`src/rtl/onchip_arb_pkg.sv`:
```
// onchip_arb_pkg: shared defaults and types for the on-chip RAM arbiter
package onchip_arb_pkg;
  localparam int ADDR_W_DEF = 10;
  localparam int DATA_W_DEF = 32;
  localparam int DEPTH_DEF  = 1024;
  typedef enum logic {ST_IDLE, ST_CLEAR} state_t;
  typedef logic master_id_t;
endpackage

```
`src/rtl/onchip_memory_arbiter_if.sv`:
```
// onchip_memory_arbiter_if: one Avalon-MM master port into the RAM arbiter
interface onchip_memory_arbiter_if
  import onchip_arb_pkg::*;
#(
  parameter int ADDR_W = ADDR_W_DEF,
  parameter int DATA_W = DATA_W_DEF
);
  logic [ADDR_W-1:0]   address;
  logic [DATA_W/8-1:0] byteenable;
  logic                read;
  logic                write;
  logic [DATA_W-1:0]   writedata;
  logic                waitrequest;
  logic [DATA_W-1:0]   readdata;
  logic                readdatavalid;
  modport master (
    output address, byteenable, read, write, writedata,
    input  waitrequest, readdata, readdatavalid
  );
  modport slave (
    input  address, byteenable, read, write, writedata,
    output waitrequest, readdata, readdatavalid
  );
endinterface

```
`src/rtl/onchip_rr_arbiter.sv`:
```
// onchip_rr_arbiter: two-way round-robin grant with last-grant pointer
module onchip_rr_arbiter
  import onchip_arb_pkg::*;
(
  input  logic       clk,
  input  logic       reset_n,
  input  logic       en,
  input  logic [1:0] req,
  output logic       gnt_valid,
  output master_id_t gnt_id
);
  master_id_t last;
  always_comb begin
    gnt_valid = en & |req;
    gnt_id    = &req ? ~last : req[1];
  end
  // starts at 1 so master 0 wins the first tie
  always_ff @(posedge clk or negedge reset_n)
    if (!reset_n) last <= 1'b1;
    else if (gnt_valid) last <= gnt_id;
endmodule

```
`src/rtl/onchip_memory_arbiter.sv`:
```
// onchip_memory_arbiter: two-master round-robin arbiter and zero-fill sequencer
// for a single-port RAM with 1-cycle read latency
module onchip_memory_arbiter
  import onchip_arb_pkg::*;
#(
  parameter int ADDR_W = ADDR_W_DEF,
  parameter int DATA_W = DATA_W_DEF,
  parameter int DEPTH  = DEPTH_DEF
) (
  input  logic                    clk,
  input  logic                    reset_n,
  onchip_memory_arbiter_if.slave  m0,
  onchip_memory_arbiter_if.slave  m1,
  input  logic                    clear_req,
  output logic                    clear_busy,
  output logic [ADDR_W-1:0]       mem_address,
  output logic [DATA_W/8-1:0]     mem_byteenable,
  output logic                    mem_chipselect,
  output logic                    mem_write,
  output logic [DATA_W-1:0]       mem_writedata,
  output logic                    mem_clken,
  input  logic [DATA_W-1:0]       mem_readdata
);
  state_t            state, next_state;
  logic [ADDR_W-1:0] cnt;
  logic [1:0]        req;
  logic              gnt_valid, gnt_write, clearing, fill_done, tag_valid;
  master_id_t        gnt_id, tag_id;

  assign req = {m1.read | m1.write, m0.read | m0.write};

  onchip_rr_arbiter u_rr (
    .clk       (clk),
    .reset_n   (reset_n),
    .en        (state == ST_IDLE),
    .req       (req),
    .gnt_valid (gnt_valid),
    .gnt_id    (gnt_id)
  );

  always_comb begin
    clearing       = state == ST_CLEAR;
    fill_done      = cnt == ADDR_W'(DEPTH - 1);
    next_state     = clearing ? (fill_done ? ST_IDLE : ST_CLEAR) : (clear_req ? ST_CLEAR : ST_IDLE);
    gnt_write      = gnt_id ? m1.write : m0.write;
    clear_busy     = clearing;
    m0.waitrequest = clearing | (req[0] & ~(gnt_valid & ~gnt_id));
    m1.waitrequest = clearing | (req[1] & ~(gnt_valid & gnt_id));
    mem_address    = clearing ? cnt : (gnt_id ? m1.address : m0.address);
    mem_byteenable = clearing ? '1 : (gnt_id ? m1.byteenable : m0.byteenable);
    mem_writedata  = clearing ? '0 : (gnt_id ? m1.writedata : m0.writedata);
    mem_chipselect = clearing | gnt_valid;
    mem_write      = clearing | (gnt_valid & gnt_write);
    mem_clken      = 1'b1;
    m0.readdatavalid = tag_valid & ~tag_id;
    m1.readdatavalid = tag_valid & tag_id;
    m0.readdata      = (tag_valid & ~tag_id) ? mem_readdata : '0;
    m1.readdata      = (tag_valid & tag_id) ? mem_readdata : '0;
  end

  // the read tag tracks the RAM's fixed one-cycle latency
  always_ff @(posedge clk or negedge reset_n)
    if (!reset_n) begin
      state     <= ST_IDLE;
      cnt       <= '0;
      tag_valid <= 1'b0;
      tag_id    <= 1'b0;
    end else begin
      state     <= next_state;
      cnt       <= (clearing & ~fill_done) ? cnt + 1'b1 : '0;
      tag_valid <= gnt_valid & ~gnt_write;
      tag_id    <= gnt_id;
    end
endmodule

```
`src/flat_wrapper.sv`:
```
// flat-port wrapper written by rule: the top's interface ports become plain ports
module onchip_memory_arbiter_flat import onchip_arb_pkg::*;
#(
  parameter int ADDR_W = ADDR_W_DEF,
  parameter int DATA_W = DATA_W_DEF,
  parameter int DEPTH  = DEPTH_DEF
)
  (clk, reset_n, clear_req, clear_busy, mem_address, mem_byteenable, mem_chipselect, mem_write, mem_writedata, mem_clken, mem_readdata, m0_address, m0_byteenable, m0_read, m0_write, m0_writedata, m0_waitrequest, m0_readdata, m0_readdatavalid, m1_address, m1_byteenable, m1_read, m1_write, m1_writedata, m1_waitrequest, m1_readdata, m1_readdatavalid);
  onchip_memory_arbiter_if #(.ADDR_W(ADDR_W), .DATA_W(DATA_W)) m0_i ();
  onchip_memory_arbiter_if #(.ADDR_W(ADDR_W), .DATA_W(DATA_W)) m1_i ();
  input  logic clk;
  input  logic reset_n;
  input  logic clear_req;
  output logic clear_busy;
  output logic [ADDR_W-1:0] mem_address;
  output logic [DATA_W/8-1:0] mem_byteenable;
  output logic mem_chipselect;
  output logic mem_write;
  output logic [DATA_W-1:0] mem_writedata;
  output logic mem_clken;
  input  logic [DATA_W-1:0] mem_readdata;
  input wire logic [$bits(m0_i.address)-1:0] m0_address;
  input wire logic [$bits(m0_i.byteenable)-1:0] m0_byteenable;
  input wire logic [$bits(m0_i.read)-1:0] m0_read;
  input wire logic [$bits(m0_i.write)-1:0] m0_write;
  input wire logic [$bits(m0_i.writedata)-1:0] m0_writedata;
  output wire logic [$bits(m0_i.waitrequest)-1:0] m0_waitrequest;
  output wire logic [$bits(m0_i.readdata)-1:0] m0_readdata;
  output wire logic [$bits(m0_i.readdatavalid)-1:0] m0_readdatavalid;
  input wire logic [$bits(m1_i.address)-1:0] m1_address;
  input wire logic [$bits(m1_i.byteenable)-1:0] m1_byteenable;
  input wire logic [$bits(m1_i.read)-1:0] m1_read;
  input wire logic [$bits(m1_i.write)-1:0] m1_write;
  input wire logic [$bits(m1_i.writedata)-1:0] m1_writedata;
  output wire logic [$bits(m1_i.waitrequest)-1:0] m1_waitrequest;
  output wire logic [$bits(m1_i.readdata)-1:0] m1_readdata;
  output wire logic [$bits(m1_i.readdatavalid)-1:0] m1_readdatavalid;
  assign m0_i.address = m0_address;
  assign m0_i.byteenable = m0_byteenable;
  assign m0_i.read = m0_read;
  assign m0_i.write = m0_write;
  assign m0_i.writedata = m0_writedata;
  assign m0_waitrequest = m0_i.waitrequest;
  assign m0_readdata = m0_i.readdata;
  assign m0_readdatavalid = m0_i.readdatavalid;
  assign m1_i.address = m1_address;
  assign m1_i.byteenable = m1_byteenable;
  assign m1_i.read = m1_read;
  assign m1_i.write = m1_write;
  assign m1_i.writedata = m1_writedata;
  assign m1_waitrequest = m1_i.waitrequest;
  assign m1_readdata = m1_i.readdata;
  assign m1_readdatavalid = m1_i.readdatavalid;
  onchip_memory_arbiter #(.ADDR_W(ADDR_W), .DATA_W(DATA_W), .DEPTH(DEPTH)) u_core (.clk(clk), .reset_n(reset_n), .m0(m0_i), .m1(m1_i), .clear_req(clear_req), .clear_busy(clear_busy), .mem_address(mem_address), .mem_byteenable(mem_byteenable), .mem_chipselect(mem_chipselect), .mem_write(mem_write), .mem_writedata(mem_writedata), .mem_clken(mem_clken), .mem_readdata(mem_readdata));
endmodule
```
`config.mk`:
```
export PLATFORM = sky130hd
export DESIGN_NAME = onchip_memory_arbiter_flat
export DESIGN_NICKNAME = d
export VERILOG_FILES = /design/src/rtl/onchip_arb_pkg.sv /design/src/rtl/onchip_memory_arbiter_if.sv /design/src/rtl/onchip_rr_arbiter.sv /design/src/rtl/onchip_memory_arbiter.sv /design/src/flat_wrapper.sv
export SDC_FILE = /design/constraint.sdc
export NUM_CORES = 1
export LEC_CHECK = 0
export CAP_MARGIN = 40
export CORE_AREA = 2 2 98 100
export DETAILED_ROUTE_END_ITERATION = 10
export DIE_AREA = 0 0 100 102
export PLACE_DENSITY_LB_ADDON = 0.1
export RECOVER_POWER = 50
export SKIP_CTS_REPAIR_TIMING = 1
export SYNTH_ARGS = -nofsm -noshare
export SYNTH_HDL_FRONTEND = slang
export SYNTH_SLANG_ARGS = --single-unit
export TNS_END_PERCENT = 1
```
`constraint.sdc`:
```
create_clock -name clk -period 1.8 [get_ports clk]
set_input_delay 0.18 -clock clk [delete_from_list [all_inputs] [get_ports clk]]
set_output_delay 0.18 -clock clk [all_outputs]
set_load 0.01 [all_outputs]
```
Yosys cells after proc, flatten, opt, wreduce, memory -nomap -nowiden
Cells that the tools add are included.
{"block": "word_totals", "regBits": 14, "inputBits": 131, "output_inout_bits": 118}
{"block": "classes", "add_sub_neg": 1, "n_eq_ne": 1, "n_mux": 14, "bitwise": 24, "n_reduce_logical": 2}
{"cell": "32-bit two-way mux", "n": 4}
{"cell": "10-bit two-way mux", "n": 3}
{"cell": "10-bit by 1-bit adder with 10-bit output, second input constant", "n": 1}
{"cell": "1-bit bitwise AND", "n": 10}
{"cell": "10-bit equality test, second input constant", "n": 1}
{"cell": "4-bit two-way mux", "n": 2}
{"cell": "1-bit NOT", "n": 8}
{"cell": "1-bit OR", "n": 6}
{"cell": "1-bit two-way mux", "n": 5}
{"cell": "2-bit AND reduction", "n": 1}
{"cell": "2-bit OR reduction", "n": 1}

Logic depth before layout (Yosys ltp)
Gate-level depths: netlist (run 1).
{"block": "depth", "depth_word": 8, "mapped_depth": 6}

Cells and area by module
Synthesis (run 1) repeated with hierarchy kept, for this count alone.
{"block": "unflattened", "hier_cells": 263, "area_unflattened_um2": 1884.3}
{"mod": "onchip_memory_arbiter", "instances": 1, "cells_each": 258, "area_each_um2": 1831.8}
{"mod": "onchip_rr_arbiter", "instances": 1, "cells_each": 5, "area_each_um2": 52.6}

Least setup slack after synthesis (run 1)
OpenSTA, ideal clock, no wires.
{"block": "synth_path", "kind": "flip-flop to output port", "from": "register u_core.u_rr.last", "to": "output mem_writedata[0]", "t_arrival_ps": 1455, "required_time_ps": 1620, "slack_ps": 165, "stages_incl_launch_ff": 7, "path_buffers": 3, "cell_sequence": "dfstp_2 buf_4 o21a_1 buf_4 clkbuf_1 o21ai_0 a21oi_1"}
{"block": "synth_between", "elab_chain_cells": 4}
{"item": "start: declaration", "line_no": "onchip_rr_arbiter.sv:12", "rtl": "master_id_t last;"}
{"item": "start signal: assignment", "line_no": "onchip_rr_arbiter.sv:20", "rtl": "else if (gnt_valid) last <= gnt_id;"}
{"item": "1-bit NOT", "line_no": "onchip_rr_arbiter.sv:15", "rtl": "gnt_id = &req ? ~last : req[1];"}
{"item": "1-bit two-way mux", "line_no": "onchip_rr_arbiter.sv:15"}
{"item": "32-bit two-way mux (2 in a row)", "line_no": "onchip_memory_arbiter.sv:51", "rtl": "mem_writedata = clearing ? '0 : (gnt_id ? m1.writedata : m0.writedata);"}
{"item": "end: declaration", "line_no": "flat_wrapper.sv:19", "rtl": "output logic [DATA_W-1:0] mem_writedata;"}
Every way passes these cells.

Final worst setup path (run 1)
{"block": "layout_path", "from": "register u_core.u_rr.last", "to": "output mem_writedata[29]"}
The elaborated chain is that of the path after synthesis.

==> results.rst, run 1 <==
.. list-table::
   :header-rows: 1

   * - Metric
     - Value
   * - Status
     - finished with violations
   * - Violated checks
     - setup timing
   * - Row Count
     - 35
   * - GR met1 Demand/Resource
     - 23.0%
   * - Routed via count
     - 3376
   * - Clock latency on the worst-skew pair
     - 0.25 ns
   * - Via density per instance
     - 5.05
   * - Post-route fraction of the period consumed by the critical path
     - 107%
   * - Count of boundary I/O pins
     - 249
   * - Standard cell core area
     - 9110 µm²
   * - CTS root buffer
     - clkbuf_8
   * - Gate count of the mapped netlist
     - 314
   * - DRT Pass-1 Iters
     - 4
   * - Final number of setup-violating endpoints
     - 6
   * - Global Route met2 Usage
     - 36.4%
   * - Number of warnings issued by yosys
     - 0
   * - Most utilized layer in the global route result
     - met2
   * - Initial cell density of the core
     - 22.0%
   * - Detailed-route wire length per cell
     - 18.0 µm
   * - Start-to-end type of the worst setup path
     - flip-flop to primary output
   * - Global-route track usage on met3
     - 4.86%
   * - Setup slack, reg-to-reg
     - 0.16 ns
   * - Overflow left after global routing
     - 0
   * - Post-place instance area
     - 4720 µm²
   * - Net count reported at finish
     - 691
   * - Fraction of synthesis flops using an asynchronous set or reset pin
     - 100%
   * - Crit-path max FO
     - 9
   * - Setup repair after global routing missed its margin
     - yes
   * - Overall Global Routing Usage
     - 19.6%
   * - Pin count of the biggest net entering global routing
     - 46
   * - Dominant synthesized flop cell
     - dfrtp_1
   * - Global placer's final weighted congestion
     - 0.783
   * - Maximum buffer depth of the clock tree
     - 2
   * - First-pass GRT wire length
     - 16300 µm
   * - Number of global-route vias before repair
     - 3046
   * - Element type at the critical path start
     - flip-flop
   * - CP Capture Type
     - primary output
   * - Net count after synthesis
     - 446
   * - Non-Filler Cell Area, Final
     - 4940 µm²
   * - Count of flip-flops with a built-in enable after synthesis
     - 0
   * - CTS tree
     - yes
   * - Routed Antenna Nets
     - 0
   * - Highest cell delay on the worst timing path
     - 0.55 ns
   * - P&R area growth vs syn
     - 147%
   * - Part of the Yosys area used for sequential elements
     - 17.5%
   * - Sink count of the clock tree
     - 14
   * - Kind of cell adding the most delay to the critical path
     - buffers and inverters
   * - Critical Path RT
     - 1.62 ns
   * - Clock tree skew after final layout
     - 0.00434 ns
   * - Power density over the cells
     - 238 nW/µm²
   * - Die Y
     - 102 µm
   * - Utilization after layout
     - 54.3%
   * - Antenna violations before repair
     - 0
   * - Slew HR
     - 54.9%
   * - First-iteration detailed-routing DRC count
     - 176
   * - PortBufs
     - 247
   * - Number of failing hold endpoints at the final stage
     - 0
   * - Detailed-placement wirelength estimate
     - 8810 µm
   * - Max-slew violation count
     - 0
   * - CTS HTree Levels
     - 1
   * - Combined area of the multi-input logic cells
     - 1530 µm²
   * - WL final
     - 12100 µm
   * - Total leakage power
     - 2.92 nW
   * - FILL cells
     - 904
   * - Worst-path cell with the longest stage delay
     - dfstp_2
   * - Worst-case setup margin in the final layout
     - -0.127 ns
   * - Max frequency
     - 519 MHz
   * - Max-cap viol count
     - 0
   * - Cell Area, Synth
     - 2000 µm²
   * - Clock slew at the register clock pins of the worst setup and hold paths
     - 0.06 ns
   * - Detailed-route DRC error count
     - 0
   * - Area taken by flip-flops and latches
     - 352 µm²
   * - DIE AREA
     - 10200 µm²
   * - Diode insertion count for antenna repair
     - 0
   * - Die Wd
     - 100 µm
   * - Count of buffering cells on the critical path with inverters included
     - 5
   * - Fraction of layout instances using a drive strength above 1
     - 13.6%
   * - Synthesis-stage register bit count
     - 14
   * - Average instance area after synthesis
     - 6.38 µm²
   * - Peak supply drop
     - 0.000379 V
   * - Crit path time final
     - 1.93 ns
   * - Pwr Total
     - 1.18 mW
   * - Path class of the lowest-slack min-delay path
     - input pin to async pin
   * - Worst Tran Pin Value
     - 0.674 ns
   * - CP Data Arrival Time
     - 1.75 ns
   * - Ordered list of cells on the worst path
     - buf_6, o21ai_4, clkbuf_16, buf_8, buf_4, nand3_1, a21oi_1, clkbuf_2
   * - Num CTS Buffers
     - 3
   * - Number of unique standard cell types used by synthesis
     - 34
-- per-stage QoR --
| step | instances | hold slack, ns | setup slack [ns] | setup TNS [ns] |
|---|---|---|---|---|
| 2_1_floorplan | 314 | -0.116 | 0.165 | 0 |
| 3_3_place_gp | 657 | 0.511 | -0.352 | -15.29 |
| 3_5_place_dp | 657 | 0.539 | -0.419 | -17.05 |
| 4_1_cts | 661 | 0.356 | -0.434 | -21.06 |
| 5_1_grt | 669 | 0.470 | -0.182 | -1.99 |
| 6_report | 669 | 0.408 | -0.127 | -0.567 |
-- per-layer routing --
layer	share of wire [%]	vias to the layer above	wire length, µm
met4	1.8	0	220
met2	50	161	6060
met1	40	1565	4770
met3	8.3	18	1010
met5	0	-	0
li1	-	1632	-
-- path summary, 6_finish.rpt --
kind / startpoint / endpoint / cells past startpoint
max: u_core.u_rr.last$_DFFE_PN1P_ / mem_writedata[29] / 8
min: reset_n / u_core.cnt[7]$_DFF_PN0_ / 1
max reg2reg: u_core.cnt[0]$_DFF_PN0_ / u_core.cnt[7]$_DFF_PN0_ / 5
min reg2reg: u_core.cnt[0]$_DFF_PN0_ / u_core.cnt[0]$_DFF_PN0_ / 1
max in group asynchronous: reset_n / u_core.clear_busy$_DFF_PN0_ / 1
min in group clk: m1_read / u_core.tag_id$_DFF_PN0_ / 4
-- synthesized netlist by cell type (2+ instances only) --
cell | number | area [µm²]
buf_1 | 2 | 7.51
xor2_1 | 2 | 17.5
and2_1 | 33 | 206
or3_1 | 3 | 18.8
clkbuf_1 | 28 | 105
a21oi_1 | 38 | 190
buf_4 | 3 | 22.5
or4_1 | 2 | 15.0
and3_1 | 32 | 200
o31ai_1 | 3 | 22.5
a2bb2oi_1 | 9 | 78.8
nand4_1 | 2 | 12.5
inv_1 | 5 | 18.8
nand3_1 | 44 | 220
nand2_1 | 5 | 18.8
a31oi_1 | 10 | 62.6
dfrtp_1 | 13 | 325
buf_2 | 4 | 20.0
o21ai_0 | 51 | 255
o21ai_1 | 4 | 20.0
nor2_1 | 8 | 30.0
-- logic make-up after synthesis --
logic type               after synthesis  synth area share (%)
AO/OA/AOI/OAI                        120                  34.1
adder cells (fa/ha/maj)                1                 0.624
AND/OR/NAND/NOR                      133                  37.5
XOR/XNOR                               3                  1.31
flip-flops                            14                  17.5
buffers and inverters                 42                  8.68
other                                  1                 0.187
-- registers in the layout, summed over array words and instances, names as in the netlist --
register	flops
u_core.clear_busy	1
u_core.cnt	10
u_core.tag_id	1
u_core.tag_valid	1
u_core.u_rr.last	1
-- power breakdown --
| part | internal [mW] | leakage (nW) | switching [mW] | total (mW) |
|---|---|---|---|---|
| combinational | 0.367 | 2.73 | 0.212 | 0.578 |
| sequential | 0.319 | 0.171 | 0.00330 | 0.322 |
| clock | 0.157 | 0.0228 | 0.119 | 0.275 |
-- final cells by class --
class	instances	share of cell area, %
Clock buffer	4	0.911
Inverter	5	0.380
Multi-Input combinational cell	258	30.9
Sequential cell	14	7.11
Tap cell	111	2.81
Timing Repair Buffer	277	57.9
-- cells in the final DEF (no fill, tap or decap), types with 3 or more instances in the layout --
master,netlist,routed
nor2_1,8,7
clkbuf_16,0,3
a2bb2oi_1,9,9
dfrtp_1,13,13
and2_1,33,33
buf_4,3,14
o21ai_0,51,51
a31oi_1,10,7
buf_12,0,8
buf_6,0,4
a21oi_1,38,38
clkbuf_8,0,3
o31ai_1,3,3
a31oi_2,0,3
clkdlybuf4s50_1,0,154
or3_1,3,3
clkbuf_2,0,31
nand3_1,44,44
dlymetal6s2s_1,0,60
nand2_1,5,5
o21ai_1,4,4
and3_1,32,32
inv_1,5,5
-- worst reg2reg max path: cells and delay by family, from the launching register on --
kind            cells  cell delay, ns
compound gates      2            0.39
fa+ha+maj           1            0.24
buf+inv             1            0.19
flops               1            0.44
simple gates        1            0.25
Power figures use the tool's default switching activity.
==> inputs of run 2 (changes only) <==
Settings changed: CAP_MARGIN 40 to 10, CTS_BUF_LIST set to sky130_fd_sc_hd__clkbuf_2.
Clock period 1.8 ns to 2.21 ns, I/O delays scaled along.
==> results.rst, run 2 (synthesis gave the netlist of run 1 again) <==
.. list-table::
   :header-rows: 1

   * - Metric
     - Value
   * - Status
     - complete, no violations
   * - Routed via count
     - 3260 (-3.4%)
   * - Number of placed instances, taps included
     - 654 (-0.46%)
   * - CP Capture Type
     - primary output
   * - Count of boundary I/O pins
     - 249 (unchanged)
   * - Relative contribution of the clock network to total power
     - 15.6% (-7.8 points)
   * - Final number of setup-violating endpoints
     - 0 (-6)
   * - P&R area growth vs syn
     - 135%
   * - CTS HTree Levels
     - 1 (unchanged)
   * - Combined area of the multi-input logic cells
     - 1490 µm² (-2.1%)
   * - Area taken by flip-flops and latches
     - 352 µm² (unchanged)
   * - Path class of the lowest-slack min-delay path
     - input pin to async pin
   * - Post-route fraction of the period consumed by the critical path
     - 96.4%
   * - Setup slack, reg-to-reg
     - 0.32 ns (+0.16 ns)
   * - Total leakage power
     - 2.37 nW (-19%)
   * - CTS root buffer
     - clkbuf_2
   * - Slew HR
     - 54.7% (-0.23 points)
   * - R2r startpoint
     - u_core.cnt[0]$_DFF_PN0_
   * - Max frequency
     - 470 MHz
   * - Final non-filler cell total
     - 659 (-1.5%)
   * - Sink count of the clock tree
     - 14 (unchanged)
   * - Utilization after layout
     - 51.8% (-2.5 points)
   * - Global placer's final weighted congestion
     - 0.781 (-0.14%)
   * - WL final
     - 11600 µm (-3.6%)
   * - CP Data Arrival Time
     - 1.91 ns (+0.16 ns)
   * - Fraction of layout instances using a drive strength above 1
     - 5.47% (-8.1 points)
   * - Top library cells by usage in the layout, fill and taps aside
     - 199 x clkdlybuf4s50_1, 51 x o21ai_0, 44 x nand3_1
   * - Most flops, register
     - u_core.cnt
   * - FILL cells
     - 913 (+1.0%)
   * - DRT Pass-1 Iters
     - 5 (+1)
   * - Number of global-route vias before repair
     - 3025 (-0.69%)
   * - Max-cap viol count
     - 0 (unchanged)
   * - Net count reported at finish
     - 681 (-1.4%)
   * - Cell internal power dissipation
     - 562 µW (-33%)
   * - PortBufs
     - 247 (unchanged)
   * - Clock latency on the worst-skew pair
     - 0.28 ns (+0.03 ns)
   * - Initial cell density of the core
     - 22.0% (unchanged)
   * - Detailed-placement wirelength estimate
     - 8750 µm (-0.71%)
   * - Crit path time final
     - 2.13 ns
   * - Worst Tran Pin Value
     - 0.675 ns (+0.00159 ns)
   * - Maximum buffer depth of the clock tree
     - 2 (unchanged)
   * - Die Y
     - 102 µm (unchanged)
   * - DIE AREA
     - 10200 µm² (unchanged)
   * - Routed Antenna Nets
     - 0 (unchanged)
   * - Setup repair after global routing missed its margin
     - yes
   * - Net switching share of the total power
     - 30.5% (+2.1 points)
   * - Number of cells traversed by the worst register-to-register path
     - 4 (-1)
   * - Element type at the critical path start
     - flip-flop
   * - First-pass GRT wire length
     - 16700 µm (+2.4%)
   * - Power density over the cells
     - 171 nW/µm² (-28%)
   * - Max-slew violation count
     - 0 (unchanged)
   * - Number of failing hold endpoints at the final stage
     - 0 (unchanged)
   * - Pin count of the biggest net entering global routing
     - 46 (unchanged)
   * - Num CTS Buffers
     - 3 (unchanged)
   * - Overall Global Routing Usage
     - 20.2% (+0.55 points)
   * - Crit-path max FO
     - 35 (+26)
   * - Flip-flop count of the largest register after layout
     - 10 (unchanged)
   * - Overflow left after global routing
     - 0 (unchanged)
   * - Clock slew at the register clock pins of the worst setup and hold paths
     - 0.15 ns (+0.09 ns)
   * - CTS tree
     - yes
   * - Reg2Reg Capture Point
     - u_core.clear_busy$_DFF_PN0_
   * - Leading cell type in the layout, fill and taps excluded
     - clkdlybuf4s50_1
   * - Die Wd
     - 100 µm (unchanged)
   * - Diode insertion count for antenna repair
     - 0 (unchanged)
   * - First-iteration detailed-routing DRC count
     - 164 (-6.8%)
   * - Combinational share of power
     - 52.2% (+3.0 points)
   * - Start-to-end type of the worst setup path
     - flip-flop to primary output
   * - Clock tree skew after final layout
     - 0.0121 ns (+0.00775 ns)
   * - Standard cell core area
     - 9110 µm² (unchanged)
   * - Switch Pwr
     - 246 µW (-26%)
   * - Peak supply drop
     - 0.000247 V (-35%)
   * - Worst hold-check slack
     - 0.383 ns (-0.0253 ns)
   * - Row Count
     - 35 (unchanged)
   * - Sequential group share of total power
     - 32.2% (+4.8 points)
   * - Via density per instance
     - 4.95 (-2.0%)
   * - Detailed-route DRC error count
     - 0 (unchanged)
   * - Antenna violations before repair
     - 0 (unchanged)
   * - Critical Path RT
     - 1.99 ns (+0.37 ns)
   * - Detailed-route wire length per cell
     - 17.6 µm (-2.1%)
## run 2: cell count changes in the layout (fill, tap and decap cells not counted), moves of 3 or more
cell             previous run  this run
clkbuf_1                    1        11
clkbuf_2                   31         5
dlymetal6s2s_1             60        36
buf_12                      8         3
clkbuf_8                    3         0
clkdlybuf4s50_1           154       199
buf_6                       4         0
## run 2: how the worst max path moves through the flow
| stage | from | to | slack, ns | cells after the start |
|---|---|---|---|---|
| floorplan | u_core.u_rr.last$_DFFE_PN1P_ | mem_writedata[0] | 0.53 | 6 |
| global placement | m1_write | mem_writedata[27] | -0.06 | 6 |
| detailed placement | m0_write | mem_writedata[26] | -0.09 | 6 |
| CTS | u_core.u_rr.last$_DFFE_PN1P_ | mem_writedata[26] | -0.13 | 5 |
| global route | u_core.clear_busy$_DFF_PN0_ | m1_waitrequest | -0.08 | 4 |
| finish | u_core.u_rr.last$_DFFE_PN1P_ | mem_address[8] | 0.08 | 6 |
## run 2: routing by layer
metal / vias up / track usage, % / routed length, µm
met1: 1492 / 24.4 / 4410
met3: 10 / 5.27 / 1010
met4: 0 / 3.06 / 141
li1: 1609 / - / -
met5: - / 0 / 0
met2: 149 / 36.9 / 6060
## run 2: through the flow
step / power [mW] / instance area, µm² / setup slack [ns] / TNS, ns
final: 0.808 / 4720 / 0.0807 / 0
after global routing: 0.868 / 4720 / -0.0779 / -0.809
after CTS: 0.808 / 4680 / -0.132 / -3.74
after detailed placement: 0.679 / 4660 / -0.0896 / -1.67
after global placement: 0.674 / 4660 / -0.0561 / -0.412
after floorplan: 0.384 / 2000 / 0.534 / 0
## run 2: power by group through the flow
stage                     clock network [mW]  logic [mW]  registers, mW
after floorplan                            0       0.119          0.266
after global placement                     0       0.409          0.265
after detailed placement                   0       0.413          0.265
after CTS                              0.131       0.416          0.261
after global routing                   0.147       0.460          0.261
final                                  0.126       0.422          0.260
## run 2: area by class of cell
| type | count | share of cell area (%) |
|---|---|---|
| Timing Repair Buffer | 267 | 57.1 |
| Multi-Input combinational cell | 258 | 31.7 |
| Sequential cell | 14 | 7.46 |
| Tap cell | 111 | 2.95 |
| Inverter | 5 | 0.398 |
| Clock buffer | 3 | 0.318 |
| Clock inverter | 1 | 0.0796 |
## run 2: worst max-delay path: stages (launching register included)
cell and delay, ns:
dfstp_1 0.57, buf_4 0.17, o21ai_4 0.07, clkbuf_4 0.32, a31oi_1 0.23, a2bb2oi_1 0.07, dlymetal6s2s_1 0.18
==> inputs of run 3 (changes only) <==
Settings changed: GPL_ROUTABILITY_DRIVEN set to 0.
==> results of run 3 <==
Final layout, timing and power as in run 2 (identical DEF).
